$ cat config.mk
export PLATFORM = sky130hd
export DESIGN_NAME = instr_ram_loader
export DESIGN_NICKNAME = d
export VERILOG_FILES = /design/src/rtl/instr_loader_pkg.sv /design/src/rtl/instr_loader_checksum.sv /design/src/rtl/instr_ram_loader.sv
export SDC_FILE = /design/constraint.sdc
export NUM_CORES = 1
export LEC_CHECK = 0
export CORE_MARGIN = 2
export CORE_UTILIZATION = 40
export DETAILED_ROUTE_END_ITERATION = 7
export HOLD_SLACK_MARGIN = 0.1
export PLACE_DENSITY = 0.69
export SETUP_SLACK_MARGIN = 0.2
export SYNTH_ARGS = -nofsm -noshare
export SYNTH_HDL_FRONTEND = slang
export SYNTH_SLANG_ARGS = --single-unit
export TNS_END_PERCENT = 50
$ cat constraint.sdc
create_clock -name clock -period 2.8 [get_ports clock]
set_input_delay 0.56 -clock clock [delete_from_list [all_inputs] [get_ports clock]]
set_output_delay 0.56 -clock clock [all_outputs]
set_load 0.02 [all_outputs]
$ cat src/rtl/instr_loader_pkg.sv
// Shared types and constants for the instruction RAM loader.
// Optional checksum logic elsewhere is enabled with INSTR_RAM_LOADER_CHECKSUM_EN.
package instr_loader_pkg;

  localparam int LOADER_RAM_DEPTH  = 1024;
  localparam int LOADER_ADDR_W     = $clog2(LOADER_RAM_DEPTH);
  localparam int LOADER_DATA_W     = 32;
  localparam int BOOT_BASE_DEFAULT = 0;
  localparam int BOOT_LEN_DEFAULT  = 97;

  typedef enum logic [2:0] {
    S_BOOT,
    S_IDLE,
    S_FETCH,
    S_WRITE,
    S_DONE
  } loader_state_t;

endpackage

$ cat src/rtl/instr_loader_checksum.sv
// Modulo-2^DATA_W running sum of the words written during one load.
// Only instantiated when INSTR_RAM_LOADER_CHECKSUM_EN is defined.
module instr_loader_checksum
  import instr_loader_pkg::*;
#(
  parameter int DATA_W = LOADER_DATA_W
) (
  input  logic              clock,
  input  logic              reset,
  input  logic              i_clear,
  input  logic              i_add,
  input  logic [DATA_W-1:0] i_word,
  output logic [DATA_W-1:0] o_sum
);

  logic [DATA_W-1:0] r_sum;

  always_ff @(posedge clock) begin
    if (reset || i_clear) begin
      r_sum <= '0;
    end else if (i_add) begin
      r_sum <= r_sum + i_word;
    end
  end

  assign o_sum = r_sum;

endmodule

$ cat src/rtl/instr_ram_loader.sv
// Copies a block of source words into the instruction RAM while stalling the CPU.
// Define INSTR_RAM_LOADER_CHECKSUM_EN to add the checksum/expectedSum/checksumError ports.
module instr_ram_loader
  import instr_loader_pkg::*;
#(
  parameter int ADDR_W        = LOADER_ADDR_W,
  parameter int DATA_W        = LOADER_DATA_W,
  parameter int BOOT_ON_RESET = 1,
  parameter int BOOT_BASE     = BOOT_BASE_DEFAULT,
  parameter int BOOT_LEN      = BOOT_LEN_DEFAULT
) (
  input  logic              clock,
  input  logic              reset,
  input  logic              loadRequest,
  input  logic [ADDR_W-1:0] loadBase,
  input  logic [ADDR_W:0]   loadLength,
  output logic              srcRead,
  output logic [ADDR_W-1:0] srcAddress,
  input  logic              srcValid,
  input  logic [DATA_W-1:0] srcData,
  output logic              ramWriteEnable,
  output logic [ADDR_W-1:0] ramWriteAddress,
  output logic [DATA_W-1:0] ramWriteData,
  output logic              cpuStall,
  output logic              busy,
  output logic              loadDone
`ifdef INSTR_RAM_LOADER_CHECKSUM_EN
  ,
  input  logic [DATA_W-1:0] expectedSum,
  output logic [DATA_W-1:0] checksum,
  output logic              checksumError
`endif
);

  localparam loader_state_t     RESET_STATE = (BOOT_ON_RESET != 0) ? S_BOOT : S_IDLE;
  localparam logic [ADDR_W-1:0] BOOT_BASE_V = ADDR_W'(BOOT_BASE);
  localparam logic [ADDR_W:0]   BOOT_LEN_V  = (ADDR_W+1)'(BOOT_LEN);

  loader_state_t     r_state;
  logic [ADDR_W-1:0] r_base;
  logic [ADDR_W:0]   r_len;
  logic [ADDR_W-1:0] r_offset;
  logic [DATA_W-1:0] r_data;
  logic              r_src_read;
  logic [ADDR_W-1:0] r_src_addr;
  logic              r_ram_we;
  logic [ADDR_W-1:0] r_wr_addr;
  logic              r_load_done;

  logic              w_start;
  logic [ADDR_W-1:0] w_start_base;
  logic [ADDR_W:0]   w_start_len;
  logic [ADDR_W:0]   w_next_count;

  // Boot and software loads share one start path; only the base/length source differs.
  assign w_start      = (r_state == S_BOOT) || ((r_state == S_IDLE) && loadRequest);
  assign w_start_base = (r_state == S_BOOT) ? BOOT_BASE_V : loadBase;
  assign w_start_len  = (r_state == S_BOOT) ? BOOT_LEN_V : loadLength;
  assign w_next_count = {1'b0, r_offset} + 1'b1;

  // NOTE: every register in this block is assigned with <= so all next-state
  // values are computed from the same pre-edge snapshot.
  always_ff @(posedge clock) begin
    if (reset) begin
      r_state     <= RESET_STATE;
      r_base      <= '0;
      r_len       <= '0;
      r_offset    <= '0;
      r_data      <= '0;
      r_src_read  <= 1'b0;
      r_src_addr  <= '0;
      r_ram_we    <= 1'b0;
      r_wr_addr   <= '0;
      r_load_done <= 1'b0;
    end else begin
      r_ram_we    <= 1'b0;
      r_load_done <= 1'b0;
      case (r_state)
        S_BOOT, S_IDLE: begin
          if (w_start) begin
            r_base   <= w_start_base;
            r_len    <= w_start_len;
            r_offset <= '0;
            if (w_start_len == '0) begin
              r_state     <= S_DONE;
              r_load_done <= 1'b1;
            end else begin
              r_state    <= S_FETCH;
              r_src_read <= 1'b1;
              r_src_addr <= '0;
            end
          end
        end
        S_FETCH: begin
          if (srcValid) begin
            r_data     <= srcData;
            r_src_read <= 1'b0;
            r_ram_we   <= 1'b1;
            r_wr_addr  <= r_base + r_offset;
            r_state    <= S_WRITE;
          end
        end
        S_WRITE: begin
          r_offset <= w_next_count[ADDR_W-1:0];
          if (w_next_count == r_len) begin
            r_state     <= S_DONE;
            r_load_done <= 1'b1;
          end else begin
            r_state    <= S_FETCH;
            r_src_read <= 1'b1;
            r_src_addr <= w_next_count[ADDR_W-1:0];
          end
        end
        S_DONE:  r_state <= S_IDLE;
        default: r_state <= RESET_STATE;
      endcase
    end
  end

  assign srcRead         = r_src_read;
  assign srcAddress      = r_src_addr;
  assign ramWriteEnable  = r_ram_we;
  assign ramWriteAddress = r_wr_addr;
  assign ramWriteData    = r_data;
  assign loadDone        = r_load_done;
  // Stall is forced while reset is held so the CPU never runs on a half-loaded RAM.
  assign busy            = !reset && (r_state != S_IDLE);
  assign cpuStall        = reset || busy;

`ifdef INSTR_RAM_LOADER_CHECKSUM_EN
  logic [DATA_W-1:0] w_sum;
  logic              w_cs_add;
  logic              r_cs_err;

  assign w_cs_add = (r_state == S_WRITE);

  instr_loader_checksum #(.DATA_W(DATA_W)) u_checksum (
    .clock   (clock),
    .reset   (reset),
    .i_clear (w_start),
    .i_add   (w_cs_add),
    .i_word  (r_data),
    .o_sum   (w_sum)
  );

  always_ff @(posedge clock) begin
    if (reset || w_start) begin
      r_cs_err <= 1'b0;
    end else if (r_state == S_DONE) begin
      r_cs_err <= (w_sum != expectedSum);
    end
  end

  assign checksum      = w_sum;
  assign checksumError = r_cs_err;
`endif

endmodule

Yosys cells after proc, flatten, opt, wreduce, memory -nomap -nowiden
Cells that the tools add are included.
{"block": "word_totals", "ff_bits": 89}
{"block": "classes", "n_bitwise": 1, "n_mux": 23, "eq_ne": 10, "addsub": 2, "n_reduce_logical": 17}
{"op": "10-bit two-way mux", "n": 5}
{"op": "10-bit one-hot mux with 2 select lines", "n": 2}
{"op": "3-bit two-way mux", "n": 4}
{"op": "3-bit one-hot mux with 4 select lines", "n": 1}
{"op": "10-bit by 1-bit adder with 11-bit output (second input constant)", "n": 1}
{"op": "11-bit equality test", "n": 1}
{"op": "11-bit logical NOT", "n": 1}
{"op": "11-bit two-way mux", "n": 1}
{"op": "10-bit adder", "n": 1}
{"op": "1-bit two-way mux", "n": 8}
{"op": "2-bit inequality test (second input constant)", "n": 4}
{"op": "2-bit AND reduction", "n": 4}
{"op": "3-bit by 2-bit equality test with 1-bit output (second input constant)", "n": 2}
{"op": "5-bit AND reduction", "n": 1}
{"op": "4-bit AND reduction", "n": 1}
{"op": "2-bit OR reduction", "n": 2}
{"op": "3-bit by 1-bit equality test with 1-bit output (second input constant)", "n": 1}
{"op": "3-bit equality test (second input constant)", "n": 1}
{"op": "3-bit logical NOT", "n": 1}
{"op": "3-bit by 1-bit inequality test with 1-bit output (second input constant)", "n": 1}
{"op": "1-bit one-hot mux with 3 select lines", "n": 1}
{"op": "3-bit nonzero test", "n": 1}
{"op": "1-bit logical AND", "n": 2}
{"op": "1-bit logical OR", "n": 2}
{"op": "4 further kinds", "n": 4}

Depth between registers and ports, before layout
Gate-level depths: netlist (run 1).
{"block": "depth", "ltp_word": 6, "ltp_mapped": 10, "mapped_depth_nobuf": 10}

Worst setup path before layout (run 1)
OpenSTA, ideal clock, no wires.
{"block": "synth_path", "path_kind": "register to register", "start": "register r_offset[0]", "end": "register r_src_read, in the netlist srcRead", "stages_incl_launch_ff": 9, "arrival_ns": 2.231, "synth_period_minus_slack_ns": 2.364, "setup_ns": 0.133, "setup_slack_ns": 0.436, "t_required_ns": 2.667, "path_buffers": 0, "cell_sequence": "dfxtp_1 > ha_1 > nand3_2 > or3_1 > and3_1 > a2111oi_0 > nand3_1 > nand2_1 > o211ai_1"}
{"block": "synth_between", "elab_chain_cells": 4}
{"item": "start, declared", "line": "instr_ram_loader.sv:42", "source": "logic [ADDR_W-1:0] r_offset;"}
{"item": "start signal, assigned", "line": "instr_ram_loader.sv:104", "source": "r_offset <= w_next_count[ADDR_W-1:0];"}
{"item": "10-bit by 1-bit adder with 11-bit output", "line": "instr_ram_loader.sv:59", "source": "assign w_next_count = {1'b0, r_offset} + 1'b1;"}
{"item": "11-bit equality test", "line": "instr_ram_loader.sv:105", "source": "if (w_next_count == r_len) begin"}
{"item": "2-bit inequality test (no source line)"}
{"item": "5-bit AND reduction (no source line)"}
{"item": "end signal, assigned", "line": "instr_ram_loader.sv:70", "source": "r_src_read <= 1'b0;"}
{"item": "end signal, assigned", "line": "instr_ram_loader.sv:97", "source": "r_src_read <= 1'b0;"}
{"item": "end signal, assigned", "line": "instr_ram_loader.sv:110", "source": "r_src_read <= 1'b1;"}
{"item": "end, declared", "line": "instr_ram_loader.sv:44", "source": "logic r_src_read;"}
No other way between the ends.
A chain may end at the register's enable or synchronous reset.

Worst setup path in the final report (run 1)
{"block": "layout_path", "start": "register r_offset[1]", "end": "register r_src_addr[8], in the netlist srcAddress[8]"}
{"block": "layout_between", "elab_chain_cells": 4}
{"item": "10-bit by 1-bit adder with 11-bit output *", "line": "instr_ram_loader.sv:59"}
{"item": "11-bit equality test", "line": "instr_ram_loader.sv:105"}
{"item": "2-bit inequality test (no source line)"}
{"item": "4-bit AND reduction (no source line)"}
{"item": "end signal, assigned", "line": "instr_ram_loader.sv:111", "source": "r_src_addr <= w_next_count[ADDR_W-1:0];"}
{"item": "end, declared", "line": "instr_ram_loader.sv:45", "source": "logic [ADDR_W-1:0] r_src_addr;"}
Mark *: on every way between the ends. The rest lies on a longest branch, timed or not. The select of a mux whose other input is x is not followed.

==> results of run 1 <==
-- final cells by class --
type                    instances  area share (%)
repair buffers                128            22.2
clock buffers                   9            2.20
clock inverters                 6            1.62
multi-input cells             372            38.8
inverters                       8           0.532
flip-flops and latches         89            31.7
well taps                     136            3.02
-- worst max-delay path by stage --
stage                      from       endpoint  slack (ps)  cells past startpoint
floorplan           r_offset[0]        srcRead         440                      8
global placement    r_offset[0]       loadDone         350                      8
detailed placement  r_offset[1]        srcRead         280                      8
CTS                 r_offset[1]       loadDone         260                      8
global route        r_offset[0]  srcAddress[0]         160                      8
finish              r_offset[1]  srcAddress[8]         330                      8
-- synthesized netlist by cell type (2+ instances only) --
master | n | area share, %
a2111oi_0 | 2 | 0.42
a2111oi_2 | 2 | 0.73
xor2_1 | 5 | 1.1
nand3b_1 | 8 | 1.5
o2bb2ai_1 | 5 | 1.1
a22oi_1 | 18 | 3.3
nand2_1 | 84 | 7.6
and3_1 | 5 | 0.76
inv_1 | 8 | 0.73
and4_1 | 2 | 0.42
nor2_1 | 53 | 4.8
nor3b_1 | 2 | 0.36
buf_2 | 4 | 0.49
o31ai_1 | 3 | 0.55
o21ai_1 | 2 | 0.24
nand4_1 | 3 | 0.46
o21ai_0 | 16 | 1.9
nand3_1 | 11 | 1.3
a21o_1 | 4 | 0.73
o22ai_1 | 2 | 0.30
nor4_1 | 2 | 0.30
a21oi_1 | 57 | 6.9
mux2_2 | 2 | 0.55
dfxtp_1 | 89 | 43
ha_1 | 10 | 3.0
a211oi_1 | 4 | 0.73
mux2i_1 | 2 | 0.49
nor2b_1 | 3 | 0.46
nor3_1 | 11 | 1.3
clkbuf_1 | 31 | 2.8
xnor2_1 | 18 | 3.8
or3_1 | 7 | 1.1
nand4b_1 | 3 | 0.64
and2_1 | 3 | 0.46
o211ai_1 | 4 | 0.73
-- repair_timing --
item | in CTS | in global routing
setup buffers | 0 | 2
resized for setup | 0 | 9
setup endpoints to repair | 0 | 14
-- flip-flops by register name, summed over array words and instances (netlist names), 3 cells and up --
signal and cells:
ramWriteAddress 10, srcAddress 10, r_offset 10, r_len 11, r_state 3, ramWriteData 32
r_base 10
-- per-layer routing --
metal	share of wire (%)	track usage, %	vias to the layer above
met2	47	33.9	137
met5	0	0	-
met4	1.9	7.24	0
met1	45	27.9	1885
li1	-	-	1966
met3	5.5	3.77	19
-- report_power, final --
part	leakage, uW	total (uW)	internal, uW	switching (uW)
sequential	0.000726	1360	1320	41.7
clock	0.0000979	979	501	478
combinational	0.00121	529	245	284
-- cell families after synthesis --
logic type	count (synthesis)	share of synthesized area [%]
fa+ha+maj	11	3.52
mux	4	1.03
simple gates	206	23.6
buf+inv	43	4.04
compound gates	128	19.7
xor+xnor	23	4.89
flops	89	43.2
-- critical path, cell delays in order (launching register included) --
cell and delay (ps):
dfxtp_1 350, ha_1 270, nand3_2 210, or3_1 360, and3_1 210, a2111oi_2 310
a31oi_2 230, nor3b_4 290, o2bb2ai_1 150
-- metrics by stage --
| step | setup WS (ps) | std cells | hold WS (ps) |
|---|---|---|---|
| 2_1_floorplan | 436 | 504 | 466 |
| 3_3_place_gp | 354 | 731 | 442 |
| 3_5_place_dp | 285 | 731 | 447 |
| 4_1_cts | 258 | 746 | 461 |
| 5_1_grt | 162 | 748 | 488 |
| 6_report | 328 | 748 | 458 |
==> results.sh, run 1 <==
export IMPL_die_h_um=106
export IMPL_synth_edf_count=0
export IMPL_max_slew_margin_pct=55.8
export IMPL_clockBufferDepth=2
export IMPL_path_class="reg2reg"
export IMPL_cts_buffers_inserted=9
export IMPL_worstReg2RegStart="r_offset[1]"
export IMPL_fin_setup_tns_ps=0
export IMPL_fillers=941
export IMPL_grt_overflow_total=0
export IMPL_ys_seq_elements=89
export IMPL_clockRootBuffer="clkbuf_8"
export IMPL_syn2layout_area_growth_pct=36.9
export IMPL_critical_path_arrival_ps=2740
export IMPL_design_area_um2=5640
export IMPL_synth_distinct_cells=54
export IMPL_antenna_cells=0
export IMPL_post_drt_wl_per_cell_um=15.6
export IMPL_synthFlopType="dfxtp_1"
export IMPL_drive_above_1_share_pct=8.01
export IMPL_gp_congestion=0.985
export IMPL_crit_reg2reg_capture="srcAddress[8]"
export IMPL_ir_drop_mv=0.341
export IMPL_via_per_inst=5.36
export IMPL_syn_avg_cell_area_um2=8.18
export IMPL_holdCritPathClass="reg2reg"
export IMPL_slew_viol_final=0
export IMPL_drtPass1Iterations=7
export IMPL_cp_max_fo=8
export IMPL_holdPathStages=2
export IMPL_start_util_pct=40.5
export IMPL_synth_area_um2=4120
export IMPL_setup_viol=0
export IMPL_tightest_slew_ps=658
export IMPL_skew_ps=17.8
export IMPL_drc=1
export IMPL_reg2reg_setup_slack_ps=330
export IMPL_drt_wl_total_um=11700
export IMPL_cellPowerDensity_nw_per_um2=509
export IMPL_seqCellArea_um2=1790
export IMPL_syn_num_nets=572
export IMPL_ant_nets=0
export IMPL_grt_first_pass_wirelength_um=18900
export IMPL_max_cap_viol_count=0
export IMPL_die_x_um=106
export IMPL_synth_seq_area_share_pct=43.2
export IMPL_period_share_pct=88.3
export IMPL_port_buffers=113
export IMPL_final_cell_mix="112 x clkdlybuf4s50_1, 85 x dfxtp_1, 84 x nand2_1"
export IMPL_dieArea_um2=11100
export IMPL_fp_coreArea_um2=10200
export IMPL_hold_viol=0
export IMPL_async_flop_share_pct=0
export IMPL_hold_path_end="ramWriteAddress[2]"
export IMPL_grt_pass1_vias=3865
export IMPL_dp_hpwl_um=8460
export IMPL_num_vias=4007
export IMPL_min_period_ps=2470
export IMPL_cts_tree="done"
export IMPL_start_kind="flip-flop"
export IMPL_required_ps=3070
export IMPL_worstRegToRegCells=8
export IMPL_postSynthCellCount=504
export IMPL_grt_start_max_net_pins=49
export IMPL_multi_input_area_um2=2190
export IMPL_clock_sinks=89
export IMPL_max_freq_mhz=405
export IMPL_violations="design-rule violations"
export IMPL_synth_warnings=0
export IMPL_final_common_cell="clkdlybuf4s50_1"
export IMPL_h_tree_depth=3
export IMPL_path_clk_slew_ps=100
export IMPL_nNetsFinal=676
export IMPL_p_leak_uw=0.00204
export IMPL_drt_iter0_markers=278
export IMPL_clk_latency_ps=360
export IMPL_status="finished, violations left"
export IMPL_grt_usage_pct=20.9
export IMPL_rsz0062_at_grt="true"
export IMPL_rows=37
export IMPL_utilization_pct=55.4
export IMPL_io_pins=114
export IMPL_min_from="ramWriteAddress[2]"
export IMPL_dpl_instance_area_um2=5400
export IMPL_ctsHoldBuffers=0
export IMPL_cp_end_kind="flip-flop"
export IMPL_antenna_found_initial=0
export IMPL_total_power_uw=2870
Note: power is estimated with default switching activity, not from simulation.
==> inputs of run 2 (changes only) <==
ABC_AREA = 1   (was default)
CELL_PAD_IN_SITES_DETAIL_PLACEMENT = 2   (was default)
CELL_PAD_IN_SITES_GLOBAL_PLACEMENT = 2   (was default)
CORE_UTILIZATION = 26   (was 40)
PLACE_DENSITY = default   (was 0.69)
PLACE_DENSITY_LB_ADDON = 0.1   (was default)
==> run 2 against run 1 <==
Against the previous run: the run now ends clean; fmax decreased by 0.75%; final area grew 6.7%; die area up 60%; power increased by 44%; synthesized cell count rose by 22%; clock power up 29%; critical endpoint is now busy; largest cell class unchanged.
==> results.sh, run 2 <==
export IMPL_status="finished clean"
export IMPL_synth_distinct_cells=37
export IMPL_ys_seq_elements=89
export IMPL_synth_warnings=0
export IMPL_dp_hpwl_um=11700
export IMPL_cts_tree="done"
export IMPL_grt_overflow_total=0
export IMPL_cts_setup_buffers=0
export IMPL_syn_num_nets=681
export IMPL_fp_coreArea_um2=16500
export IMPL_synth_seq_area_share_pct=41.0
export IMPL_grt_start_max_net_pins=66
export IMPL_grt_first_pass_wirelength_um=24900
export IMPL_max_slew_margin_pct=57.1
export IMPL_crit_chain="clkdlybuf4s50_1, buf_4, nor2_1, clkdlybuf4s50_1"
export IMPL_cp_end_kind="output pin"
export IMPL_clockPowerShare_pct=30.4
export IMPL_rows=47
export IMPL_drt_iter0_markers=118
export IMPL_clk_latency_ps=350
export IMPL_yosys_top_cells_area="dfxtp_1 41%, nor2_1 9.4%, nand2_1 8.6%"
export IMPL_drive_above_1_share_pct=10.2
export IMPL_path_clk_slew_ps=60
export IMPL_fillers=1950
export IMPL_max_cap_viol_count=0
export IMPL_hold_viol=0
export IMPL_gp_congestion=0.733
export IMPL_synth_edf_count=0
export IMPL_cp_top_family="buffers and inverters"
export IMPL_antenna_cells=0
export IMPL_power_frac_seq_pct=37.9
export IMPL_synthFlopType="dfxtp_1"
export IMPL_grt_pass1_vias=4826
export IMPL_nNetsFinal=790
export IMPL_holdCritPathClass="reg2reg"
export IMPL_required_ps=2240
export IMPL_largest_register_ff_count=32
export IMPL_multi_input_area_um2=2200
export IMPL_p_leak_uw=0.00246
export IMPL_cp_max_fo=11
export IMPL_cp_slowest_cell="clkdlybuf4s50_1"
export IMPL_setup_viol=0
export IMPL_final_cell_mix="113 x clkdlybuf4s50_1, 109 x nor2_1, 100 x nand2_1"
export IMPL_skew_ps=7.56
export IMPL_worst_path_most_repeated_cell="clkdlybuf4s50_1"
export IMPL_dpl_instance_area_um2=5710
export IMPL_final_common_cell="clkdlybuf4s50_1"
export IMPL_antenna_found_initial=0
export IMPL_swShare_pct=34.3
export IMPL_dieArea_um2=17800
export IMPL_h_tree_depth=3
export IMPL_die_x_um=133
export IMPL_fin_setup_tns_ps=0
export IMPL_yosysMostFrequentCell="nor2_1"
export IMPL_die_h_um=133
export IMPL_tightest_slew_ps=643
export IMPL_drc=0
export IMPL_worst_path_stages=4
export IMPL_power_switching_uw=1420
export IMPL_num_vias=4437
export IMPL_clockBufferDepth=2
export IMPL_worstRegToRegCells=10
export IMPL_slew_viol_final=0
export IMPL_ir_drop_mv=0.289
export IMPL_rsz0062_at_grt="false"
export IMPL_syn2layout_area_growth_pct=38.4
export IMPL_synth_top_area_share_pct=41.0
export IMPL_via_per_inst=4.69
export IMPL_period_share_pct=89.0
export IMPL_cellPowerDensity_nw_per_um2=687
export IMPL_postSynthCellCount=613
export IMPL_seqCellArea_um2=1780
export IMPL_max_freq_mhz=401
export IMPL_total_power_uw=4140
export IMPL_grt_usage_pct=17.7
export IMPL_design_area_um2=6020
export IMPL_p_comb_share_pct=31.8
export IMPL_syn_avg_cell_area_um2=7.09
export IMPL_synthTopCellsByCount="109 x nor2_1, 100 x nand2_1, 89 x dfxtp_1"
export IMPL_critical_path_arrival_ps=1930
export IMPL_post_drt_wl_per_cell_um=16.0
export IMPL_min_period_ps=2490
export IMPL_async_flop_share_pct=0
export IMPL_synth_largest_area_cell="dfxtp_1"
export IMPL_drtPass1Iterations=4
export IMPL_cts_buffers_inserted=9
export IMPL_port_buffers=113
export IMPL_synth_area_um2=4350
export IMPL_holdPathStages=2
export IMPL_path_buf_inv=3
export IMPL_io_pins=114
export IMPL_path_class="in2out"
export IMPL_clockRootBuffer="clkbuf_16"
export IMPL_critical_path_max_stage_delay_ps=610
export IMPL_clock_sinks=89
export IMPL_start_util_pct=26.4
export IMPL_ant_nets=0
export IMPL_timing_hold_ws_ps=452
export IMPL_start_kind="input port"
export IMPL_p_int_uw=2720
export IMPL_drt_wl_total_um=15100
run 2: cell types whose count changed after synthesis, moves of 16 or more:
cell,delta
a21oi_1,-19
a22oi_1,-18
inv_1,+51
nand2_1,+16
nand3_1,+25
nor2_1,+56
nor2_2,+17
o21ai_0,+45
xnor2_1,-16
run 2: power by group through the flow:
stage	registers (uW)	logic (uW)	clock network (uW)
floorplan	1710	685	0
global placement	1590	1290	0
detailed placement	1600	1340	0
CTS	1570	1350	1300
global route	1590	1480	1360
finish	1570	1320	1260
run 2: metal layers:
metal | global-route usage (%) | part of all wire [%] | vias up
li1 | - | - | 2184
met1 | 21.9 | 45 | 2152
met2 | 31.6 | 50 | 90
met3 | 3.08 | 3.8 | 11
met4 | 4.61 | 1.1 | 0
met5 | 0 | 0 | -
run 2: layout make-up:
| cell class | instances | share of cell area [%] |
|---|---|---|
| clock inverters | 4 | 0.873 |
| inverters | 66 | 4.11 |
| repair buffers | 124 | 20.2 |
| clock buffers | 11 | 4.20 |
| flip-flops and latches | 89 | 29.6 |
| multi-input cells | 432 | 36.5 |
| well taps | 220 | 4.57 |
run 2: worst min-delay path, delay by kind of cell (launching register included):
family / cells / cell delay [ps]
flops: 1 / 310
buf+inv: 1 / 50
compound gates: 1 / 50
run 2: kinds of logic (layout without fill, tap and decap cells):
logic type / Yosys count / count (layout) / share of synthesized area, %
simple gates: 300 / 300 / 31.6
flops: 89 / 89 / 41.0
compound gates: 112 / 112 / 13.6
xor+xnor: 9 / 9 / 1.81
buf+inv: 92 / 205 / 8.66
fa+ha+maj: 11 / 11 / 3.34
run 2: worst paths after layout:
| check | to | slack, ps | start |
|---|---|---|---|
| setup reg to reg | ramWriteAddress[8] | 440 | r_offset[0] |
| hold reg to reg | srcRead | 450 | srcRead |
| hold / removal | srcRead | 450 | srcRead |
| setup / recovery | busy | 310 | reset |
run 2: what timing repair did:
item,in CTS,in global routing
hold endpoints to repair,0,0
endpoints found under the setup margin,0,5
gates resized for setup,0,2
hold buffers,0,0
run 2: metrics by stage:
stage                     util [%]  std cells  setup WS (ps)
after CTS                     36.5        946            246
after floorplan                  -        613            733
after global routing          36.6        946            241
after detailed placement      34.7        931            306
after global placement        34.7        931            311
final                         36.6        946            309
